<file path="src/rtl/fetch_unit.sv">
// Instruction fetch stage: PC register, RUN/HALT control and the IF/ID pipeline register.
// The instruction memory read is combinational, so each fetched word lands in IF/ID one edge later.
module fetch_unit #(
  parameter logic [63:0] RESET_PC   = 64'h0,
  parameter logic [63:0] PROG_BYTES = 64'd88,
  parameter logic [31:0] NOP_INST   = 32'h00000013
) (
  input  logic        clk,
  input  logic        reset,
  input  logic        stall,
  input  logic        branch_taken,
  input  logic [63:0] branch_target,
  output logic [63:0] inst_address,
  input  logic [63:0] instruction,
  output logic [63:0] ifid_pc,
  output logic [31:0] ifid_instruction,
  output logic        ifid_valid,
  output logic        halted,
  output logic [31:0] fetch_count
);

  // Two-state control; halted mirrors the state register and doubles as its debug view.
  typedef enum logic {
    ST_RUN  = 1'b0,
    ST_HALT = 1'b1
  } state_e;

  state_e      state_q, state_d;
  logic [63:0] pc_q, pc_d;
  logic [63:0] ifid_pc_q, ifid_pc_d;
  logic [31:0] ifid_inst_q, ifid_inst_d;
  logic        ifid_valid_q, ifid_valid_d;
  logic        halted_q, halted_d;
  logic [31:0] fetch_count_q, fetch_count_d;
  logic [63:0] branch_aligned;

  logic unused_bits;
  assign unused_bits = ^{instruction[63:32], branch_target[1:0]};

  assign branch_aligned = {branch_target[63:2], 2'b00};

  always_comb begin
    state_d       = state_q;
    pc_d          = pc_q;
    ifid_pc_d     = ifid_pc_q;
    ifid_inst_d   = ifid_inst_q;
    ifid_valid_d  = ifid_valid_q;
    fetch_count_d = fetch_count_q;

    if (branch_taken) begin
      // A redirect flushes the slot being fetched and overrides any stall.
      pc_d         = branch_aligned;
      ifid_pc_d    = pc_q;
      ifid_inst_d  = NOP_INST;
      ifid_valid_d = 1'b0;
      state_d      = (branch_aligned < PROG_BYTES) ? ST_RUN : ST_HALT;
    end else if (state_q == ST_HALT) begin
      ifid_inst_d  = NOP_INST;
      ifid_valid_d = 1'b0;
    end else if (stall) begin
      // hold everything
    end else if (pc_q < PROG_BYTES) begin
      pc_d          = pc_q + 64'd4;
      ifid_pc_d     = pc_q;
      ifid_inst_d   = instruction[31:0];
      ifid_valid_d  = 1'b1;
      fetch_count_d = fetch_count_q + 32'd1;
    end else begin
      state_d      = ST_HALT;
      ifid_pc_d    = pc_q;
      ifid_inst_d  = NOP_INST;
      ifid_valid_d = 1'b0;
    end

    halted_d = (state_d == ST_HALT);
  end

  always_ff @(posedge clk) begin
    if (reset) begin
      state_q       <= (RESET_PC < PROG_BYTES) ? ST_RUN : ST_HALT;
      halted_q      <= !(RESET_PC < PROG_BYTES);
      pc_q          <= RESET_PC;
      ifid_pc_q     <= 64'd0;
      ifid_inst_q   <= NOP_INST;
      ifid_valid_q  <= 1'b0;
      fetch_count_q <= 32'd0;
    end else begin
      state_q       <= state_d;
      halted_q      <= halted_d;
      pc_q          <= pc_d;
      ifid_pc_q     <= ifid_pc_d;
      ifid_inst_q   <= ifid_inst_d;
      ifid_valid_q  <= ifid_valid_d;
      fetch_count_q <= fetch_count_d;
    end
  end

  assign inst_address     = pc_q;
  assign ifid_pc          = ifid_pc_q;
  assign ifid_instruction = ifid_inst_q;
  assign ifid_valid       = ifid_valid_q;
  assign halted           = halted_q;
  assign fetch_count      = fetch_count_q;

endmodule
</file>
<file path="config.mk">
export PLATFORM = sky130hd
export DESIGN_NAME = fetch_unit
export DESIGN_NICKNAME = d
export VERILOG_FILES = /design/src/rtl/fetch_unit.sv
export SDC_FILE = /design/constraint.sdc
export NUM_CORES = 1
export LEC_CHECK = 0
export BUFFER_PORTS_ARGS = -buffer_cell sky130_fd_sc_hd__buf_2
export CAP_MARGIN = 20
export CORE_ASPECT_RATIO = 1.1
export CORE_MARGIN = 8
export CORE_UTILIZATION = 50
export DETAILED_ROUTE_END_ITERATION = 7
export PLACE_DENSITY = 0.9
export SETUP_SLACK_MARGIN = 0.02
export SLEW_MARGIN = 15
export SYNTH_ARGS = -nofsm -noshare
export SYNTH_HDL_FRONTEND = slang
export SYNTH_SLANG_ARGS = --single-unit
</file>
<file path="constraint.sdc">
create_clock -name clk -period 7.2 [get_ports clk]
set_input_delay 0.72 -clock clk [delete_from_list [all_inputs] [get_ports clk]]
set_output_delay 0.72 -clock clk [all_outputs]
set_load 0.05 [all_outputs]
</file>
==> flow_metrics.tcl <==
set metrics [dict create \
    dieArea_um2 19900 \
    fp.dieH_um 147 \
    max_freq_mhz 312 \
    seq_area_frac_synth_pct 48.6 \
    syn_area_um2 7830 \
    finalSetupTns_ns 0 \
    cp-startpoint "inst_address[34]" \
    min_period_over_period_pct 44.5 \
    grt_usage_pct 25.0 \
    finalWorstSetupSlack_ns 4.00 \
    crit_path_end_kind "flop" \
    wl_per_cell_um 19.1 \
    grt_pass1_wl_mm 39.7 \
    slew_headroom_pct 26.2 \
    min_path_cells 2 \
    first_global_vias 7493 \
    cts_resized 0 \
    cellLeakagePower_nw 4.35 \
    synth_edf_count 0 \
    dpl.hpwl_mm 18.8 \
    postRouteAntennaNets 0 \
    routed_via_density 5.72 \
    cts_max_path_buffers 2 \
    synth_seq_cells 190 \
    synthCells 905 \
    avgSynthCellArea_um2 8.65 \
    rsz0062_at_grt "no" \
    grt_max_degree 97 \
    path_max_fanout 37 \
    syn_to_final_growth_pct 26.6 \
    num-fill-cells 1282 \
    core_um2 15500 \
    num_vias 7775 \
    pre_cts_ws_ns 3.68 \
    io_buffers 287 \
    synth_async_sr_flop_share_pct 0 \
    drt_first_pass_iters 5 \
    cts_tree "done" \
    ios 326 \
    cts-root-buf "clkbuf_16" \
    status "complete, no violations" \
    antennaDiodeCount 0 \
    numCtsBuffers 17 \
    overflow 0 \
    crit-reg2reg-launch "inst_address[34]" \
    synth_cell_types 51 \
    ys.flop_type "dfxtp_1" \
    cts_sinks 190 \
    postCtsSetupBuffers 0 \
    final_cell_mix "285 x buf_2, 190 x dfxtp_1, 164 x nand2_1" \
    final_common_cell "buf_2" \
    peakVddDrop_uv 191 \
    r2r_end "fetch_count[17]" \
    grt_antenna_before_repair 2 \
    critical_path_required_ns 7.54 \
    max-cap-violations 0 \
    ys_warn_count 0 \
    reg2reg_slack_ns 4.00 \
    clock_skew_ns 0.0127 \
    reg2regPathDepth 5 \
    start_kind "flop" \
    dieWidth_um 135 \
    drt_iter0_drc 542 \
    worst_pin_slew_ns 1.11 \
    htreeDepth 4 \
    hold_end "ifid_pc[18]" \
    path_class "reg -> reg" \
    place.gp.congestion 0.828 \
    start_util_pct 50.5 \
    p_per_area_nw_per_um2 246 \
    crit_arrival_ns 3.55 \
    drc 0 \
    wl_mm 26.0 \
    min_from "ifid_pc[18]" \
    nNetsFinal 1281 \
    hold_class "reg -> reg" \
    rows 48 \
    finalHoldViolations 0 \
    drive_above_1_share_pct 29.2 \
    slew_violations 0 \
    finalSetupViolations 0 \
    clk_pin_slew_ns 0.07 \
    clkLatencyLatePin_ns 0.43 \
    period_minus_slack_ns 3.20 \
    hold_buffers 0 \
]
[state kept, by name, summed over array words and instances (netlist names)]
register / count
fetch_count: 32
ifid_instruction: 32
inst_address: 62
ifid_pc: 62
ifid_valid: 1
halted: 1
[critical path, stage by stage, from the launching register on]
cell and delay, ns:
dfxtp_1 0.34, nor4_1 0.51, nand4_1 0.48, or3_1 0.94
or4_1 0.67, a21oi_1 0.17
[worst max-delay path by stage]
stage               slack [ns]         endpoint  cells after the start
floorplan                 4.41  fetch_count[22]                      6
global placement          3.76  fetch_count[25]                      6
detailed placement        3.68  fetch_count[25]                      6
CTS                       4.03  fetch_count[17]                      5
global route              3.92  fetch_count[16]                      5
finish                    4.00  fetch_count[17]                      5
[logic make-up after synthesis]
logic type	Yosys count	share of synthesized area, %
AOI/OAI and AO/OA	153	11.2
adders and majority gates	2	0.320
buffers and inverters	80	4.14
DFF	190	48.6
muxes	68	8.87
other	1	0.0479
and+or+nand+nor	411	26.8
[metal layers]
metal / vias up / track usage (%) / part of all wire, %
met5: - / 0 / 0.092
met4: 4 / 9.28 / 2.4
met3: 47 / 9.60 / 9.9
met2: 362 / 41.4 / 48
met1: 3679 / 28.4 / 39
li1: 3683 / - / -
[final cells by class]
cell class,instances,area (µm²),area share [%]
clock buffer,17,425,4.29
clock inverter,14,181,1.83
inverter,5,18.8,0.189
multi-input combinational,638,3720,37.6
sequential,190,3800,38.4
tap,200,250,2.52
timing repair buffer,295,1510,15.2
[per-stage QoR]
| step | instances | utilization, % | hold WS [ns] | power (W) | area (µm²) |
|---|---|---|---|---|---|
| after floorplan | 908 | - | 0.669 | 0.00137 | 7840 |
| after global placement | 1326 | 59.9 | 0.435 | 0.00147 | 9280 |
| after detailed placement | 1326 | 59.9 | 0.441 | 0.00148 | 9280 |
| after CTS | 1357 | 63.8 | 0.451 | 0.00245 | 9890 |
| after global routing | 1359 | 64.0 | 0.463 | 0.00252 | 9910 |
| final | 1359 | 64.0 | 0.448 | 0.00244 | 9910 |
[report_power, final]
part           switching, W  total (W)  internal [W]
clock              0.000425   0.000978      0.000554
sequential        0.0000351    0.00112       0.00109
combinational      0.000250   0.000337     0.0000862
[synth_stat cells (2+ instances only)]
| library cell | instances | area share [%] |
|---|---|---|
| mux2_1 | 11 | 1.6 |
| a311oi_1 | 2 | 0.22 |
| buf_4 | 4 | 0.38 |
| o31a_1 | 2 | 0.22 |
| nor3_1 | 10 | 0.64 |
| o21ai_1 | 3 | 0.19 |
| buf_1 | 5 | 0.24 |
| or3_1 | 4 | 0.32 |
| nor4b_1 | 2 | 0.22 |
| o311a_1 | 2 | 0.26 |
| inv_1 | 5 | 0.24 |
| and3_1 | 5 | 0.40 |
| nand4b_1 | 31 | 3.5 |
| or4_1 | 13 | 1.2 |
| nand3b_1 | 2 | 0.19 |
| dfxtp_1 | 190 | 49 |
| and4_1 | 3 | 0.34 |
| nor4_1 | 32 | 2.6 |
| nand2_1 | 164 | 7.9 |
| nor2b_1 | 17 | 1.4 |
| ha_1 | 2 | 0.32 |
| a21oi_1 | 115 | 7.4 |
| nor4_2 | 2 | 0.32 |
| mux2i_1 | 57 | 7.3 |
| o31ai_1 | 15 | 1.4 |
| nand4_1 | 22 | 1.8 |
| o41ai_1 | 4 | 0.45 |
| nand3_1 | 15 | 0.96 |
| nor2_1 | 80 | 3.8 |
| a41oi_1 | 2 | 0.22 |
| clkbuf_1 | 64 | 3.1 |
(Power assumes the default switching activity.)
